==> src/rtl/pipe_ctrl_pkg.sv <==
// pipe_ctrl_pkg: shared constants for the pipeline control unit.
//   - stall masks: bit 0 pc, 1 if, 2 id, 3 ex, 4 mem, 5 wb
//   - exception vector bit position of MRET
//   - FSM state encodings and the hold/drain counter width
//   - stall_map(): stage stall requests -> stall mask
// Optional feature macro: PIPE_CTRL_DEBUG_HALT_EN (adds the debug states).
package pipe_ctrl_pkg;

    localparam logic [5:0] STALL_NONE = 6'b000000;
    localparam logic [5:0] MASK_PC    = 6'b000001;
    localparam logic [5:0] MASK_IF    = 6'b000011;
    localparam logic [5:0] MASK_ID    = 6'b000111;
    localparam logic [5:0] MASK_EX    = 6'b001111;
    localparam logic [5:0] MASK_MEM   = 6'b011111;

    // Bits [30:0] carry trap causes (misaligned 0, illegal 2, ebreak 3,
    // ecall 11); bit 31 flags an MRET in MEM.
    localparam int EXC_MRET = 31;

    localparam int CNT_W = 8;

    localparam logic [2:0] ST_IDLE      = 3'd0;
    localparam logic [2:0] ST_TRAP_HOLD = 3'd1;
`ifdef PIPE_CTRL_DEBUG_HALT_EN
    localparam logic [2:0] ST_DRAIN     = 3'd2;
    localparam logic [2:0] ST_HALTED    = 3'd3;
    localparam logic [2:0] ST_RESUME    = 3'd4;
`endif

    // The deepest requesting stage wins; its mask also freezes every
    // stage in front of it.
    function automatic logic [5:0] stall_map(input logic req_if, input logic req_id,
                                             input logic req_ex, input logic req_mem);
        if (req_mem)     return MASK_MEM;
        else if (req_ex) return MASK_EX;
        else if (req_id) return MASK_ID;
        else if (req_if) return MASK_IF;
        else             return STALL_NONE;
    endfunction

endpackage

==> src/rtl/pipe_ctrl_if.sv <==
// pipe_ctrl_if: bundle between the pipeline datapath and pipe_ctrl.
//   master: pipeline side (drives requests, consumes stall/flush/redirect)
//   slave : pipe_ctrl side
// Signalling: there is no back-pressure anywhere in this bundle. Every *_i
// is a level sampled in the cycle it is presented; new_pc_valid_o is a
// single-cycle qualifier for new_pc_o that the PC register must accept in
// that same cycle. csr_trap_we_o, mret_o and resume_ack_o are 1-cycle pulses.
// dbg_state_o exposes the controller FSM state for observation.
interface pipe_ctrl_if;
    logic        stallreq_if_i;
    logic        stallreq_id_i;
    logic        stallreq_ex_i;
    logic        stallreq_mem_i;
    logic        redirect_i;
    logic [31:0] redirect_pc_i;
    logic [31:0] exception_i;
    logic [31:0] exception_pc_i;
    logic [31:0] mtvec_i;
    logic [31:0] mepc_i;
    logic        halt_req_i;
    logic        resume_req_i;
    logic [5:0]  stall_o;
    logic        flush_o;
    logic [31:0] new_pc_o;
    logic        new_pc_valid_o;
    logic        csr_trap_we_o;
    logic [31:0] csr_mepc_o;
    logic [31:0] csr_mcause_o;
    logic        mret_o;
    logic        halted_o;
    logic        resume_ack_o;
    logic [2:0]  dbg_state_o;

    modport master (
        output stallreq_if_i, stallreq_id_i, stallreq_ex_i, stallreq_mem_i,
        output redirect_i, redirect_pc_i, exception_i, exception_pc_i,
        output mtvec_i, mepc_i, halt_req_i, resume_req_i,
        input  stall_o, flush_o, new_pc_o, new_pc_valid_o, csr_trap_we_o,
        input  csr_mepc_o, csr_mcause_o, mret_o, halted_o, resume_ack_o, dbg_state_o
    );

    modport slave (
        input  stallreq_if_i, stallreq_id_i, stallreq_ex_i, stallreq_mem_i,
        input  redirect_i, redirect_pc_i, exception_i, exception_pc_i,
        input  mtvec_i, mepc_i, halt_req_i, resume_req_i,
        output stall_o, flush_o, new_pc_o, new_pc_valid_o, csr_trap_we_o,
        output csr_mepc_o, csr_mcause_o, mret_o, halted_o, resume_ack_o, dbg_state_o
    );
endinterface

==> src/rtl/pipe_ctrl_cause_enc.sv <==
// pipe_ctrl_cause_enc: exception vector -> mcause.
//   exception_i : exception vector of the instruction in MEM
//   trap_o      : some cause bit in [30:0] is set
//   is_mret_o   : only the MRET flag (bit 31) is set
//   mcause_o    : index of the lowest set bit in [30:0]
module pipe_ctrl_cause_enc
    import pipe_ctrl_pkg::*;
(
    input  logic [31:0] exception_i,
    output logic        trap_o,
    output logic        is_mret_o,
    output logic [31:0] mcause_o
);

    // Scan downwards so the lowest set bit is the last one written.
    always_comb begin
        trap_o   = 1'b0;
        mcause_o = '0;
        for (int i = EXC_MRET - 1; i >= 0; i--) begin
            if (exception_i[i]) begin
                trap_o   = 1'b1;
                mcause_o = 32'(i);
            end
        end
    end

    // MRET ranks below every real trap cause.
    assign is_mret_o = exception_i[EXC_MRET] && !trap_o;

endmodule

==> src/rtl/pipe_ctrl.sv <==
// pipe_ctrl: pipeline control unit. Builds stall_o/flush_o for the PC and
// pipeline registers from stage stall requests, EX branch redirects and
// MEM-stage traps/MRET, and sequences trap entry.
// Ports:
//   clk_i, n_rst_i : clock, asynchronous active-low reset
//   bus            : pipe_ctrl_if.slave (requests in; stall/flush/redirect/CSR out)
// Parameters:
//   TRAP_HOLD_CYCLES : cycles the PC stays stalled after a trap/MRET flush (>=1)
//   DRAIN_CYCLES     : bubble cycles before halted_o (debug build only)
// Optional feature macro: PIPE_CTRL_DEBUG_HALT_EN adds debug halt/resume
// (DRAIN -> HALTED -> RESUME). Without it halt/resume requests are ignored.
module pipe_ctrl
    import pipe_ctrl_pkg::*;
#(
    parameter int TRAP_HOLD_CYCLES = 1,
    parameter int DRAIN_CYCLES     = 4
) (
    input  logic      clk_i,
    input  logic      n_rst_i,
    pipe_ctrl_if.slave bus
);

    logic [2:0]       state_q, state_d;
    logic [CNT_W-1:0] cnt_q, cnt_d;

    logic        trap, is_mret, take_trap, take_mret, accept_events;
    logic [31:0] mcause;
    logic [5:0]  stall;
    logic        flush, npc_valid, trap_we, mret;
    logic [31:0] npc, mepc_out, mcause_out;
`ifdef PIPE_CTRL_DEBUG_HALT_EN
    logic        halted, resume_ack;
`endif

    pipe_ctrl_cause_enc u_cause_enc (
        .exception_i (bus.exception_i),
        .trap_o      (trap),
        .is_mret_o   (is_mret),
        .mcause_o    (mcause)
    );

    // An instruction in MEM that is itself stalled has not committed yet.
    assign take_trap = trap && !bus.stallreq_mem_i;
    assign take_mret = is_mret && !bus.stallreq_mem_i;

`ifdef PIPE_CTRL_DEBUG_HALT_EN
    // While draining for a halt, traps and redirects still resolve first.
    assign accept_events = (state_q == ST_IDLE) || (state_q == ST_DRAIN);
`else
    assign accept_events = (state_q == ST_IDLE);
    logic unused_dbg;
    assign unused_dbg = ^{bus.halt_req_i, bus.resume_req_i, 32'(DRAIN_CYCLES)};
`endif

    always_comb begin
        state_d    = state_q;
        cnt_d      = cnt_q;
        stall      = stall_map(bus.stallreq_if_i, bus.stallreq_id_i,
                               bus.stallreq_ex_i, bus.stallreq_mem_i);
        flush      = 1'b0;
        npc_valid  = 1'b0;
        npc        = '0;
        trap_we    = 1'b0;
        mepc_out   = '0;
        mcause_out = '0;
        mret       = 1'b0;
`ifdef PIPE_CTRL_DEBUG_HALT_EN
        halted     = 1'b0;
        resume_ack = 1'b0;
`endif

        if (accept_events) begin
            if (take_trap) begin
                flush      = 1'b1;
                npc_valid  = 1'b1;
                npc        = bus.mtvec_i;
                trap_we    = 1'b1;
                mepc_out   = bus.exception_pc_i;
                mcause_out = mcause;
                state_d    = ST_TRAP_HOLD;
                cnt_d      = CNT_W'(TRAP_HOLD_CYCLES);
            end else if (take_mret) begin
                flush     = 1'b1;
                npc_valid = 1'b1;
                npc       = bus.mepc_i;
                mret      = 1'b1;
                state_d   = ST_TRAP_HOLD;
                cnt_d     = CNT_W'(TRAP_HOLD_CYCLES);
            end else if (bus.redirect_i) begin
                flush     = 1'b1;
                npc_valid = 1'b1;
                npc       = bus.redirect_pc_i;
            end
        end

        case (state_q)
            ST_IDLE: begin
`ifdef PIPE_CTRL_DEBUG_HALT_EN
                if (!flush && bus.halt_req_i) begin
                    state_d = ST_DRAIN;
                    cnt_d   = CNT_W'(DRAIN_CYCLES);
                end
`endif
            end
            ST_TRAP_HOLD: begin
                stall = stall | MASK_PC;
                if (cnt_q <= CNT_W'(1)) begin
                    state_d = ST_IDLE;
                    cnt_d   = '0;
                end else begin
                    cnt_d = cnt_q - CNT_W'(1);
                end
            end
`ifdef PIPE_CTRL_DEBUG_HALT_EN
            ST_DRAIN: begin
                stall = stall | MASK_IF;
                // A flush this cycle either left for TRAP_HOLD or
                // refilled the front end, so the drain count pauses.
                if (!flush) begin
                    if (cnt_q <= CNT_W'(1)) begin
                        state_d = ST_HALTED;
                        cnt_d   = '0;
                    end else begin
                        cnt_d = cnt_q - CNT_W'(1);
                    end
                end
            end
            ST_HALTED: begin
                stall  = stall | MASK_IF;
                halted = 1'b1;
                if (bus.resume_req_i) state_d = ST_RESUME;
            end
            ST_RESUME: begin
                resume_ack = 1'b1;
                state_d    = ST_IDLE;
            end
`endif
            default: begin
                state_d = ST_IDLE;
                cnt_d   = '0;
            end
        endcase

        // A flush empties every register, so nothing is left to hold.
        if (flush) stall = STALL_NONE;
    end

    always_ff @(posedge clk_i or negedge n_rst_i) begin
        if (!n_rst_i) begin
            state_q <= ST_IDLE;
            cnt_q   <= '0;
        end else begin
            state_q <= state_d;
            cnt_q   <= cnt_d;
        end
    end

    assign bus.stall_o        = stall;
    assign bus.flush_o        = flush;
    assign bus.new_pc_o       = npc;
    assign bus.new_pc_valid_o = npc_valid;
    assign bus.csr_trap_we_o  = trap_we;
    assign bus.csr_mepc_o     = mepc_out;
    assign bus.csr_mcause_o   = mcause_out;
    assign bus.mret_o         = mret;
    assign bus.dbg_state_o    = state_q;
`ifdef PIPE_CTRL_DEBUG_HALT_EN
    assign bus.halted_o       = halted;
    assign bus.resume_ack_o   = resume_ack;
`else
    assign bus.halted_o       = 1'b0;
    assign bus.resume_ack_o   = 1'b0;
`endif

endmodule
==> src/flat_wrapper.sv <==
// flat-port wrapper written by rule: the top's interface ports become plain ports
module pipe_ctrl_flat import pipe_ctrl_pkg::*;
#(
    parameter int TRAP_HOLD_CYCLES = 1,
    parameter int DRAIN_CYCLES     = 4
)
  (clk_i, n_rst_i, bus_stallreq_if_i, bus_stallreq_id_i, bus_stallreq_ex_i, bus_stallreq_mem_i, bus_redirect_i, bus_redirect_pc_i, bus_exception_i, bus_exception_pc_i, bus_mtvec_i, bus_mepc_i, bus_halt_req_i, bus_resume_req_i, bus_stall_o, bus_flush_o, bus_new_pc_o, bus_new_pc_valid_o, bus_csr_trap_we_o, bus_csr_mepc_o, bus_csr_mcause_o, bus_mret_o, bus_halted_o, bus_resume_ack_o, bus_dbg_state_o);
  pipe_ctrl_if bus_i ();
  input  logic clk_i;
  input  logic n_rst_i;
  input wire logic [$bits(bus_i.stallreq_if_i)-1:0] bus_stallreq_if_i;
  input wire logic [$bits(bus_i.stallreq_id_i)-1:0] bus_stallreq_id_i;
  input wire logic [$bits(bus_i.stallreq_ex_i)-1:0] bus_stallreq_ex_i;
  input wire logic [$bits(bus_i.stallreq_mem_i)-1:0] bus_stallreq_mem_i;
  input wire logic [$bits(bus_i.redirect_i)-1:0] bus_redirect_i;
  input wire logic [$bits(bus_i.redirect_pc_i)-1:0] bus_redirect_pc_i;
  input wire logic [$bits(bus_i.exception_i)-1:0] bus_exception_i;
  input wire logic [$bits(bus_i.exception_pc_i)-1:0] bus_exception_pc_i;
  input wire logic [$bits(bus_i.mtvec_i)-1:0] bus_mtvec_i;
  input wire logic [$bits(bus_i.mepc_i)-1:0] bus_mepc_i;
  input wire logic [$bits(bus_i.halt_req_i)-1:0] bus_halt_req_i;
  input wire logic [$bits(bus_i.resume_req_i)-1:0] bus_resume_req_i;
  output wire logic [$bits(bus_i.stall_o)-1:0] bus_stall_o;
  output wire logic [$bits(bus_i.flush_o)-1:0] bus_flush_o;
  output wire logic [$bits(bus_i.new_pc_o)-1:0] bus_new_pc_o;
  output wire logic [$bits(bus_i.new_pc_valid_o)-1:0] bus_new_pc_valid_o;
  output wire logic [$bits(bus_i.csr_trap_we_o)-1:0] bus_csr_trap_we_o;
  output wire logic [$bits(bus_i.csr_mepc_o)-1:0] bus_csr_mepc_o;
  output wire logic [$bits(bus_i.csr_mcause_o)-1:0] bus_csr_mcause_o;
  output wire logic [$bits(bus_i.mret_o)-1:0] bus_mret_o;
  output wire logic [$bits(bus_i.halted_o)-1:0] bus_halted_o;
  output wire logic [$bits(bus_i.resume_ack_o)-1:0] bus_resume_ack_o;
  output wire logic [$bits(bus_i.dbg_state_o)-1:0] bus_dbg_state_o;
  assign bus_i.stallreq_if_i = bus_stallreq_if_i;
  assign bus_i.stallreq_id_i = bus_stallreq_id_i;
  assign bus_i.stallreq_ex_i = bus_stallreq_ex_i;
  assign bus_i.stallreq_mem_i = bus_stallreq_mem_i;
  assign bus_i.redirect_i = bus_redirect_i;
  assign bus_i.redirect_pc_i = bus_redirect_pc_i;
  assign bus_i.exception_i = bus_exception_i;
  assign bus_i.exception_pc_i = bus_exception_pc_i;
  assign bus_i.mtvec_i = bus_mtvec_i;
  assign bus_i.mepc_i = bus_mepc_i;
  assign bus_i.halt_req_i = bus_halt_req_i;
  assign bus_i.resume_req_i = bus_resume_req_i;
  assign bus_stall_o = bus_i.stall_o;
  assign bus_flush_o = bus_i.flush_o;
  assign bus_new_pc_o = bus_i.new_pc_o;
  assign bus_new_pc_valid_o = bus_i.new_pc_valid_o;
  assign bus_csr_trap_we_o = bus_i.csr_trap_we_o;
  assign bus_csr_mepc_o = bus_i.csr_mepc_o;
  assign bus_csr_mcause_o = bus_i.csr_mcause_o;
  assign bus_mret_o = bus_i.mret_o;
  assign bus_halted_o = bus_i.halted_o;
  assign bus_resume_ack_o = bus_i.resume_ack_o;
  assign bus_dbg_state_o = bus_i.dbg_state_o;
  pipe_ctrl #(.TRAP_HOLD_CYCLES(TRAP_HOLD_CYCLES), .DRAIN_CYCLES(DRAIN_CYCLES)) u_core (.clk_i(clk_i), .n_rst_i(n_rst_i), .bus(bus_i));
endmodule
==> config.mk <==
export PLATFORM = sky130hd
export DESIGN_NAME = pipe_ctrl_flat
export DESIGN_NICKNAME = d
export VERILOG_FILES = /design/src/rtl/pipe_ctrl_pkg.sv /design/src/rtl/pipe_ctrl_if.sv /design/src/rtl/pipe_ctrl_cause_enc.sv /design/src/rtl/pipe_ctrl.sv /design/src/flat_wrapper.sv
export SDC_FILE = /design/constraint.sdc
export NUM_CORES = 1
export LEC_CHECK = 0
export ABC_AREA = 1
export CAP_MARGIN = 20
export CORE_AREA = 5 5 106 108
export CTS_BUF_LIST = sky130_fd_sc_hd__clkbuf_4
export CTS_CLUSTER_SIZE = 30
export DETAILED_ROUTE_END_ITERATION = 10
export DIE_AREA = 0 0 111 113
export PLACE_DENSITY = 0.79
export SETUP_SLACK_MARGIN = 0.5
export SYNTH_ARGS = -nofsm -noshare
export SYNTH_HDL_FRONTEND = slang
export SYNTH_SLANG_ARGS = --single-unit
export TNS_END_PERCENT = 30
==> constraint.sdc <==
create_clock -name clk_i -period 6.7 [get_ports clk_i]
set_input_delay 2.01 -clock clk_i [delete_from_list [all_inputs] [get_ports clk_i]]
set_output_delay 2.01 -clock clk_i [all_outputs]
set_load 0.03 [all_outputs]
# Yosys cells after proc, flatten, opt, wreduce, memory -nomap -nowiden
# Cells that the tools add are included.
# totals
in_bits,169
out_inout_bits,111
elab_cells,106
regBits,11
# classes
order_cmp,1
n_mux,94
n_reduce_logical,6
add_sub_neg,1
n_eq_ne,2
# op_table
op,count
$mux 32,38
$mux 1,41
$mux 6,4
$mux 8,3
$pmux 8 s2,1
$mux 3,4
$le 8x1->1 const B,1
$sub 8x1->8 const B,1
$pmux 3 s2,1
$mux 5,1
$eq 3x1->1 const B,1
$logic_and 1x1->1,3
$logic_not 3->1,1
$ne 3x1->1 const B,1
$logic_not 1->1,2
$mux 2,1

# Depth between registers and ports, before layout
# Gate-level depths: netlist (run 1).
# depth
ltp_word,39
depth_mapped,29
depth_no_buf,29

# Hierarchy
# Synthesis (run 1) repeated with hierarchy kept, for this count alone.
# unflattened
hier_cells,562
hier_area_um2,2995.4
# modules_own_cells
mod,seq_area_each_um2,area_each_um2,cells_per_inst,instances
pipe_ctrl,275.3,2311.0,436,1
pipe_ctrl_cause_enc,0.0,684.4,126,1

# Worst setup path after synthesis (run 1)
# OpenSTA, ideal clock, no wires.
# synth_timing
kind,input -> output
from,input port bus_exception_i[23]
to,output port bus_csr_mcause_o[3]
cell_stages,10
n_path_buf,0
setup_slack_ns,0.311
arrival_time_ns,4.379
required_time_ns,4.690
cell_sequence,inv_1 -> nand3_1 -> nor3_2 -> inv_2 -> nor2_2 -> nor2_2 -> inv_1 -> nor2_2 -> inv_1 -> a2111oi_0
# synth_between
elab_chain_len,27
elab_cells_between_ends,51
cone_classes,mux: 50; reduce/logical: 1
# synth_rtl
item,line,text
"start, declared",flat_wrapper.sv:17,input wire logic [$bits(bus_i.exception_i)-1:0] bus_exception_i;
$mux 1 (24 in a row),pipe_ctrl_cause_enc.sv:20,if (exception_i[i]) begin
$logic_and 1x1->1,pipe_ctrl.sv:43,assign take_trap = trap && !bus.stallreq_mem_i;
$mux 32 *,pipe_ctrl.sv:73,if (take_trap) begin
$mux 32 *,pipe_ctrl.sv:72,if (accept_events) begin
"end, declared",flat_wrapper.sv:29,output wire logic [$bits(bus_i.csr_mcause_o)-1:0] bus_csr_mcause_o;
# Mark *: on every way between the ends. The rest lies on a longest branch, timed or not.

# Final worst setup path (run 1)
# layout_timing
from,input port bus_exception_i[21]
to,output port bus_new_pc_o[0]
# layout_between
elab_chain_len,28
elab_cells_between_ends,29
cone_classes,mux: 25; reduce/logical: 4
# layout_rtl
item,line,text
$mux 1 * (22 in a row),pipe_ctrl_cause_enc.sv:20,
$logic_not 1->1,pipe_ctrl_cause_enc.sv:28,assign is_mret_o = exception_i[EXC_MRET] && !trap_o;
$logic_and 1x1->1,pipe_ctrl_cause_enc.sv:28,
$logic_and 1x1->1,pipe_ctrl.sv:44,assign take_mret = is_mret && !bus.stallreq_mem_i;
$mux 32,pipe_ctrl.sv:82,end else if (take_mret) begin
$mux 32 *,pipe_ctrl.sv:73,
$mux 32 *,pipe_ctrl.sv:72,
"end, declared",flat_wrapper.sv:25,output wire logic [$bits(bus_i.new_pc_o)-1:0] bus_new_pc_o;
# Marks and branches as above.

==> impl_metrics.json, run 1 <==
{
  "status": "finished clean",
  "cp-end-kind": "output port",
  "yosysMostFrequentCell": "nand2_1",
  "path_depth": 14,
  "vias": 3469,
  "startpoint_type": "primary input",
  "worst-r2r-setup-slack_ns": 4.32,
  "dp.cells": 807,
  "combPwrFrac": 0.696,
  "grt_pass1_wl_mm": 16.6,
  "synth_top_cells_by_count": "nand2_1 (137), nand3_1 (64), nor2_1 (57)",
  "cts.sinks": 11,
  "grt_pass1_vias": 3412,
  "hold_violations": 0,
  "fill_cells": 1026,
  "synth_edf_count": 0,
  "synth_top_area_cell": "nand2_1",
  "min_from": "u_core.cnt_q[3]",
  "netlist_top_cells_area": "nand2_1 (23%), nand3_1 (14%), dfrtp_1 (12%)",
  "die_w_um": 111,
  "crit_start": "bus_exception_i[21]",
  "clockRootBuffer": "clkbuf_4",
  "synthDominantCellAreaShare": 0.226,
  "postRouteAntennaNets": 0,
  "syn_area_um2": 2270,
  "synth_xor_area_frac": 0.00385,
  "ys_warn_count": 0,
  "path_clk_slew_ns": 0.07,
  "fin_skew_ns": 0.00273,
  "synth_cells": 436,
  "synth-seq-cells": 11,
  "path_cells": "clkdlybuf4s50_1, nor2_2, nand3_1, nor3_2, inv_2, nor2_4, nor2_4, nor2_4, inv_2, nor2_4, buf_12, nand3_1, nand3_1, buf_4",
  "synth-seq-area-share": 0.121,
  "grt.overflow.total": 0,
  "crit_path_max_fanout": 24,
  "crit_type": "primary input to output port",
  "synth_top_flop_cell": "dfrtp_1",
  "p_clk_frac": 0.119,
  "async_flop_share": 1.00,
  "period_minus_slack_ns": 6.08,
  "min_path_type": "flip-flop to flip-flop",
  "syn_to_final_growth_pct": 115,
  "synthAdderAreaFrac": 0.0110,
  "ff_latch_area_um2": 275,
  "sw_frac_of_total": 0.409,
  "cp_common_cell": "nor2_4",
  "crit_buf_inv": 5,
  "worstMarginPinSlew_ns": 0.853,
  "power_frac_seq": 0.186,
  "finalSetupViolations": 0,
  "routed_wl_mm": 11.3,
  "cts_tree": "done",
  "rr_worst_depth": 9,
  "remaining_drc_errors": 0,
  "max_freq_mhz": 165,
  "rr_startpoint": "u_core.bus.dbg_state_o[1]",
  "drt-initial-drc-count": 181,
  "arrival_ns": 4.07,
  "cts_buffer_depth": 2,
  "drt-vias-per-instance": 4.26,
  "holdPathStages": 1,
  "drive_gt1_frac": 0.137,
  "ys_types": 38,
  "firstDrtPassIters": 4,
  "drv_cap": 0,
  "post-route-period-util": 0.907,
  "synth-simple-area-share": 0.550,
  "timing.rr.end": "u_core.cnt_q[4]",
  "wl_per_cell_um": 13.9,
  "rsz0062_at_grt": "true",
  "floorplan.initialDensity": 0.224,
  "cpPeakStageDelay_ns": 0.46,
  "max-slew-margin-rel": 0.430,
  "grt_max_degree": 48,
  "row_count": 37,
  "cp.required_ns": 4.69,
  "synth_top_family_by_area": "simple AND/OR/NAND/NOR gates",
  "layout.nets": 851,
  "gp_congestion": 0.849,
  "htreeDepth": 1,
  "final-max-slew-violation-count": 0,
  "insertion_delay_ns": 0.26,
  "path_delay_family": "simple AND/OR/NAND/NOR gates",
  "cellLeakagePower_nw": 2.66,
  "final_cells": 815,
  "die-area_um2": 12500,
  "multi_input_area_um2": 1650,
  "n_antenna_cell": 0,
  "cp_slowest_cell": "clkdlybuf4s50_1",
  "irDropWorstVdd_mv": 0.0596,
  "dp_hpwl_mm": 9.16,
  "p_int_uw": 234,
  "die_h_um": 113,
  "cts_buffers": 3,
  "p_sw_uw": 163,
  "pin_count": 280,
  "grtUsageTotal": 0.159,
  "cts_hold_buf": 0,
  "muxShareOfSynthArea": 0,
  "final_util": 0.482,
  "synth_compound_area_frac": 0.0837,
  "holdPathEnd": "u_core.cnt_q[3]",
  "syn_avg_cell_area_um2": 5.21,
  "port_buffers": 247,
  "antenna_found_initial": 0,
  "fp.coreArea_um2": 10100,
  "power_density_nw_per_um2": 81.2
}
==> sequential cells by signal (all words and copies together) (netlist names) <==
register                cells
u_core.cnt_q                8
u_core.bus.dbg_state_o      3
==> layout make-up <==
class / count / area share
timing repair buffer: 259 / 0.522
clock buffer: 4 / 0.00614
inverter: 54 / 0.0422
sequential: 11 / 0.0563
multi-input combinational: 350 / 0.338
timing repair inverter: 1 / 0.00102
tap: 136 / 0.0348
==> cell usage in the layout, fill, tap and decap left out, types with 2 or more instances in the layout <==
cell type,instances
nor2_2,7
dlymetal6s2s_1,27
nand3_1,64
inv_2,6
ha_1,2
buf_12,2
nand2_1,136
nor2_4,5
dfrtp_1,11
nor3_1,4
buf_4,52
nor3b_1,2
nand2_2,2
nor2_1,50
o21ai_1,2
a31oi_1,12
inv_1,47
a21oi_1,6
conb_1,32
dlygate4sd2_1,16
o21ai_0,5
nor3_2,3
clkdlybuf4s50_1,159
clkbuf_4,4
==> kinds of logic after synthesis <==
| kind of cell | Yosys count |
|---|---|
| AND/OR/NAND/NOR | 284 |
| XOR/XNOR | 1 |
| other | 1 |
| buffers and inverters | 106 |
| adder cells (fa/ha/maj) | 2 |
| flip-flops | 11 |
| AO/OA/AOI/OAI | 31 |
==> power groups by stage <==
stage	registers [mW]	logic [mW]	clock network, mW
finish	0.0736	0.276	0.0472
global route	0.0740	0.297	0.0524
CTS	0.0735	0.272	0.0495
detailed placement	0.0747	0.272	0
global placement	0.0747	0.270	0
floorplan	0.0764	0.135	0
==> what timing repair did <==
action                                 4_1_cts  5_1_grt
endpoints found under the hold margin        0        0
pin swaps                                    1        8
setup endpoints to repair                   72       77
setup buffers                                1        1
cloned                                       0        2
gates resized for setup                     17       42
==> per-stage QoR <==
step	power, mW	hold WS (ns)	TNS [ns]	cell area (um2)	setup WS [ns]
3_5_place_dp	0.347	0.490	-0.0320	4700	-0.0203
2_1_floorplan	0.212	0.462	0	2390	0.703
5_1_grt	0.424	0.548	0	4890	0.463
4_1_cts	0.395	0.525	0	4730	0.326
3_3_place_gp	0.345	0.486	-0.0330	4700	-0.0211
6_report	0.397	0.518	0	4890	0.625
==> layer usage <==
| layer | wire, um | vias up | GRT usage |
|---|---|---|---|
| met5 | 0 | - | 0 |
| met4 | 23 | 0 | 0.00493 |
| met3 | 927 | 4 | 0.0390 |
| met2 | 5960 | 168 | 0.310 |
| met1 | 4430 | 1501 | 0.184 |
| li1 | - | 1796 | - |
==> worst max path at each step <==
stage,end,slack (ns)
2_1_floorplan,bus_csr_mcause_o[3],0.70
3_3_place_gp,bus_csr_mcause_o[0],-0.02
3_5_place_dp,bus_csr_mcause_o[0],-0.02
4_1_cts,bus_csr_mepc_o[7],0.33
5_1_grt,bus_new_pc_o[0],0.46
6_report,bus_new_pc_o[0],0.62
Power figures use the tool's default switching activity.
==> inputs of run 2 (changes only) <==
--- a/config.mk
+++ b/config.mk
@@ -13,5 +13,5 @@
 export DETAILED_ROUTE_END_ITERATION = 10
 export DIE_AREA = 0 0 111 113
-export PLACE_DENSITY = 0.79
+export PLACE_DENSITY = 0.82
 export SETUP_SLACK_MARGIN = 0.5
 export SYNTH_ARGS = -nofsm -noshare
==> constraint.sdc (replaced) <==
create_clock -name clk_i -period 6.7 [get_ports clk_i]
set_input_delay 2.01 -clock clk_i [delete_from_list [all_inputs] [get_ports clk_i]]
set_output_delay 2.01 -clock clk_i [all_outputs]
set_load 0.005 [all_outputs]
==> run 2 against run 1 <==
Effect of this change:
- critical path type unchanged
- die area unchanged
- first-iteration DRC count is 24% lower
- sequential share of layout area is 0.34 points lower
- largest power group unchanged
- cell area rose by 6.4%
- register-to-register slack lost 0.23 ns
- combinational power is 15% lower
- global-route usage increased by 1.2 points
- setup slack worse by 0.081 ns
- critical path depth is 3 lower
==> impl_metrics.json, run 2 (synthesis results as in run 1) <==
{
  "status": "finished clean",
  "fp.coreArea_um2": 10100,
  "power_density_nw_per_um2": 68.5,
  "finish.instance_area_um2": 5200,
  "dp_hpwl_mm": 9.48,
  "final_util": 0.513,
  "period_minus_slack_ns": 6.16,
  "max-slew-margin-rel": 0.434,
  "drv_cap": 0,
  "die-area_um2": 12500,
  "layout_common_cells": "clkdlybuf4s50_1 (187), nand2_1 (131), nand3_1 (62)",
  "use_met2": 0.328,
  "startpoint_type": "primary input",
  "cellLeakagePower_nw": 2.52,
  "clockRootBuffer": "clkbuf_4",
  "gp_congestion": 0.856,
  "final_common_cell": "clkdlybuf4s50_1",
  "place_area_um2": 4850,
  "min_from": "u_core.cnt_q[3]",
  "irDropWorstVdd_mv": 0.0726,
  "largest_reg_flops": 8,
  "antenna_found_initial": 0,
  "cp.required_ns": 4.69,
  "htreeDepth": 1,
  "port_buffers": 247,
  "max_freq_mhz": 162,
  "crit_path_max_fanout": 14,
  "row_count": 37,
  "grtUsageTotal": 0.171,
  "post-route-period-util": 0.919,
  "arrival_ns": 4.15,
  "top_register": "u_core.cnt_q",
  "layout.nets": 882,
  "fin_skew_ns": 0.00745,
  "finalSetupViolations": 0,
  "die_w_um": 111,
  "path_clk_slew_ns": 0.07,
  "firstDrtPassIters": 4,
  "busiest_layer": "met2",
  "grt_max_degree": 48,
  "postRouteAntennaNets": 0,
  "drt-vias-per-instance": 4.33,
  "syn_to_final_growth_pct": 129,
  "drt-initial-drc-count": 137,
  "cts_buffers": 3,
  "power.total_uw": 357,
  "insertion_delay_ns": 0.27,
  "crit_start": "bus_exception_i[15]",
  "routed_wl_mm": 11.7,
  "cts_hold_buf": 0,
  "fill_cells": 1004,
  "die_h_um": 113,
  "use_met1": 0.192,
  "floorplan.initialDensity": 0.224,
  "grt_pass1_wl_mm": 17.8,
  "cp-end-kind": "output port",
  "grt.overflow.total": 0,
  "wl_per_cell_um": 13.9,
  "n_antenna_cell": 0,
  "use_met3": 0.0487,
  "hold_violations": 0,
  "min_path_type": "flip-flop to flip-flop",
  "vias": 3659,
  "cts_tree": "done",
  "ff_latch_area_um2": 275,
  "crit_type": "primary input to output port",
  "final-max-slew-violation-count": 0,
  "pin_count": 280,
  "remaining_drc_errors": 0,
  "drive_gt1_frac": 0.165,
  "worstMarginPinSlew_ns": 0.848,
  "cts.sinks": 11,
  "cts_buffer_depth": 2,
  "rr_startpoint": "u_core.bus.dbg_state_o[2]",
  "rsz0062_at_grt": "true",
  "multi_input_area_um2": 1700,
  "grt_pass1_vias": 3612
}
[run 2: cell count changes in the layout (fill, tap and decap cells not counted), moves of 10 or more]
cell / delta
buf_2: +14
buf_4: -17
clkdlybuf4s50_1: +28
dlygate4sd2_1: +10
dlymetal6s2s_1: -17
[run 2: metal layers]
layer / part of all wire / vias to the layer above / wire [um]
met5: 0 / - / 0
met4: 0.016 / 0 / 193
met3: 0.078 / 16 / 915
met2: 0.53 / 157 / 6240
met1: 0.37 / 1625 / 4390
li1: - / 1861 / -
[run 2: final cells by class]
| type | instances | share of cell area |
|---|---|---|
| Clock buffer | 4 | 0.00577 |
| Inverter | 54 | 0.0390 |
| Sequential cell | 11 | 0.0529 |
| Tap cell | 136 | 0.0327 |
| Timing Repair Buffer | 291 | 0.542 |
| Multi-Input combinational cell | 350 | 0.327 |
[run 2: per-stage QoR]
step / hold slack (ns) / setup WS (ns) / setup TNS [ns] / std cells
after global routing: 0.539 / 0.273 / 0 / 846
after detailed placement: 0.501 / 0.0337 / 0 / 811
after floorplan: 0.462 / 1.30 / 0 / 467
after global placement: 0.480 / -0.0178 / -0.0330 / 811
final: 0.518 / 0.544 / 0 / 846
after CTS: 0.511 / 0.437 / 0 / 841
[run 2: path summary, 6_finish.rpt]
check,endpoint,slack (ns),cells past startpoint
setup / recovery,bus_mret_o,0.54,11
hold / removal,u_core.cnt_q[3],0.52,1
setup reg to reg,u_core.cnt_q[4],4.09,12
hold reg to reg,u_core.cnt_q[3],0.52,1
max in group asynchronous,u_core.bus.dbg_state_o[1],4.27,1
min in group asynchronous,u_core.cnt_q[4],2.08,1
[run 2: critical path: stages]
cell             delay [ns]
clkdlybuf4s50_1        0.43
nor2_2                 0.16
nand2_2                0.08
nor2_2                 0.12
nand2_2                0.08
nor2_4                 0.16
buf_4                  0.12
nand2_1                0.07
nor2_2                 0.12
buf_4                  0.23
clkdlybuf4s50_1        0.54
[run 2: repair_timing]
action	in CTS	in global routing
setup endpoints to repair	78	62
setup buffers	24	5
hold endpoints to repair	0	0
pin swaps	21	18
gates resized for setup	123	35
gates cloned	2	0
[run 2: report_power, final]
part	switching, mW	leakage, nW	total (mW)	internal [mW]
Combinational	0.0911	2.36	0.234	0.143
Clock	0.0215	0.0184	0.0486	0.0271
Sequential	0.00351	0.146	0.0735	0.0700
==> inputs of run 3 (changes only) <==
- MAX_ROUTING_LAYER: unset -> met4
- PLACE_DENSITY: 0.82 -> 0.9
- SYNTH_HIERARCHICAL: unset -> 1
==> run 3 against run 2 <==
Effect of this change:
- synthesized cell count is 29% higher
- sequential power is 0.8% higher
- setup slack worse by 0.072 ns
- hold slack better by 0.014 ns
- first-iteration DRC count is 80% higher
- area after synthesis is 32% higher
- critical path depth is 4 higher
- cell area is 20% higher
- critical path type unchanged
- largest cell class unchanged
- highest routed layer unchanged
==> impl_metrics.json, run 3 <==
{
  "multi_input_area_um2": 2200,
  "ff_latch_area_um2": 275,
  "die_h_um": 113,
  "synth-seq-area-share": 0.0919,
  "drv_cap": 0,
  "gp_congestion": 0.935,
  "max-slew-margin-rel": 0.403,
  "die_w_um": 111,
  "cts_tree": "done",
  "yosysMostFrequentCell": "nand2_1",
  "hold_violations": 0,
  "ys_warn_count": 6,
  "antenna_found_initial": 2,
  "sw_frac_of_total": 0.365,
  "cellLeakagePower_nw": 3.61,
  "grt_pass1_wl_mm": 20.3,
  "remaining_drc_errors": 0,
  "cp-end-kind": "output port",
  "finalSetupViolations": 0,
  "grtUsageTotal": 0.204,
  "path_clk_slew_ns": 0.07,
  "die-area_um2": 12500,
  "cts_buffers": 3,
  "min_path_type": "flip-flop to flip-flop",
  "netlist_top_cells_area": "nand2_1 (26%), nor2_1 (12%), buf_4 (10%)",
  "syn_avg_cell_area_um2": 5.33,
  "synth_cells": 562,
  "routed_wl_mm": 14.8,
  "holdWs_ns": 0.533,
  "syn_to_final_growth_pct": 108,
  "top_register": "u_core/cnt_q",
  "fin_skew_ns": 0.00376,
  "arrival_ns": 4.22,
  "grt_max_degree": 57,
  "startpoint_type": "primary input",
  "synth_edf_count": 0,
  "worstMarginPinSlew_ns": 0.892,
  "drive_gt1_frac": 0.194,
  "dp_hpwl_mm": 11.0,
  "grt.overflow.total": 0,
  "rsz0062_at_grt": "true",
  "crit_type": "primary input to output port",
  "cp.required_ns": 4.69,
  "final_common_cell": "nand2_1",
  "post-route-period-util": 0.930,
  "clockRootBuffer": "clkbuf_4",
  "status": "finished clean",
  "p_clk_frac": 0.119,
  "crit_path_max_fanout": 4,
  "drt-vias-per-instance": 4.55,
  "grt_pass1_vias": 4050,
  "synth_top_flop_cell": "dfrtp_1",
  "fill_cells": 863,
  "dp.cells": 942,
  "htreeDepth": 1,
  "period_minus_slack_ns": 6.23,
  "place_area_um2": 5530,
  "vias": 4529,
  "synth-seq-cells": 11,
  "pin_count": 280,
  "finalSetupTns_ns": 0,
  "final-max-slew-violation-count": 0,
  "synthDominantCellAreaShare": 0.257,
  "drt-initial-drc-count": 246,
  "finish.instance_area_um2": 6230,
  "power_frac_seq": 0.178,
  "syn_area_um2": 3000,
  "layout.nets": 1029,
  "synth_top_area_cell": "nand2_1",
  "worst-r2r-setup-slack_ns": 4.79,
  "async_flop_share": 1.00,
  "p_int_uw": 265,
  "final_util": 0.615,
  "insertion_delay_ns": 0.27,
  "irDropWorstVdd_mv": 0.0893,
  "ys_types": 37,
  "port_buffers": 247,
  "floorplan.initialDensity": 0.295,
  "fp.coreArea_um2": 10100,
  "wl_per_cell_um": 14.8,
  "cts.sinks": 11,
  "firstDrtPassIters": 5,
  "largest_reg_flops": 8,
  "layout_common_cells": "nand2_1 (198), clkdlybuf4s50_1 (172), nor2_1 (91)",
  "max_freq_mhz": 161,
  "power_density_nw_per_um2": 66.8,
  "combPwrFrac": 0.703,
  "final_cells": 995,
  "cts_hold_buf": 0,
  "postRouteAntennaNets": 0,
  "synth_top_cells_by_count": "nand2_1 (205), nor2_1 (98), nand3_1 (59)",
  "row_count": 37,
  "cts_buffer_depth": 2,
  "p_sw_uw": 152
}
[run 3: critical path, stage by stage]
cell and delay [ns]:
buf_6 0.10, nor4_4 0.31, nand2_1 0.13, nor3_2 0.22, nand4_1 0.18, buf_6 0.19, o21ai_4 0.21, buf_12 0.15
inv_4 0.04, nor2_4 0.14, nor2_4 0.07, buf_6 0.15, buf_4 0.12, nor2_1 0.07, clkbuf_2 0.12
[run 3: cells by family (layout without fill, tap and decap cells)]
| kind of cell | count (synthesis) | in the layout | share of synthesized area |
|---|---|---|---|
| xor gates and xnor gates | 1 | 1 | 0.00292 |
| buffers and inverters | 125 | 390 | 0.255 |
| adders and majority gates | 2 | 2 | 0.00835 |
| other | 2 | 34 | 0.00251 |
| AOI/OAI and AO/OA | 22 | 22 | 0.0510 |
| DFF | 11 | 11 | 0.0919 |
| and+or+nand+nor | 399 | 399 | 0.588 |
[run 3: routing by layer]
layer,vias up,share of wire,track usage
met5,-,0,-
met1,2021,0.38,0.230
li1,2256,-,-
met3,36,0.068,0.0241
met4,0,0.032,0.0690
met2,216,0.52,0.373
[run 3: timing repair]
| item | CTS | global route |
|---|---|---|
| resized for setup | 49 | 137 |
| setup buffers | 21 | 21 |
| cloned | 3 | 2 |
| endpoints found under the setup margin | 78 | 78 |
| pin swaps | 9 | 45 |
[run 3: layout make-up]
| cell class | count | share of cell area |
|---|---|---|
| Sequential cell | 11 | 0.0442 |
| Multi-Input combinational cell | 456 | 0.352 |
| Inverter | 67 | 0.0554 |
| Timing Repair Buffer | 316 | 0.511 |
| Tap cell | 136 | 0.0273 |
| Clock buffer | 4 | 0.00482 |
| Antenna cell | 2 | 0.000803 |
| Timing Repair inverter | 3 | 0.00482 |
[run 3: per-stage QoR]
step,setup WS [ns],power (mW)
4_1_cts,0.121,0.403
2_1_floorplan,0.781,0.201
5_1_grt,0.353,0.448
3_5_place_dp,-0.149,0.343
3_3_place_gp,-0.0774,0.338
6_report,0.472,0.417
[run 3: final timing paths]
path,startpoint,to,cells after the start
setup / recovery,bus_exception_i[24],bus_stall_o[3],15
hold / removal,u_core/cnt_q[0],u_core/cnt_q[0],1
setup reg to reg,u_core/bus.dbg_state_o[0],u_core/cnt_q[7],10
hold reg to reg,u_core/cnt_q[0],u_core/cnt_q[0],1
max in group asynchronous,n_rst_i,u_core/bus.dbg_state_o[1],1
min in group asynchronous,n_rst_i,u_core/cnt_q[5],1
[run 3: power by group through the flow]
stage / logic, mW / clock network [mW] / registers [mW]
after floorplan: 0.127 / 0 / 0.0744
after CTS: 0.277 / 0.0515 / 0.0741
after global routing: 0.318 / 0.0551 / 0.0747
final: 0.293 / 0.0497 / 0.0741
after global placement: 0.263 / 0 / 0.0751
after detailed placement: 0.268 / 0 / 0.0754
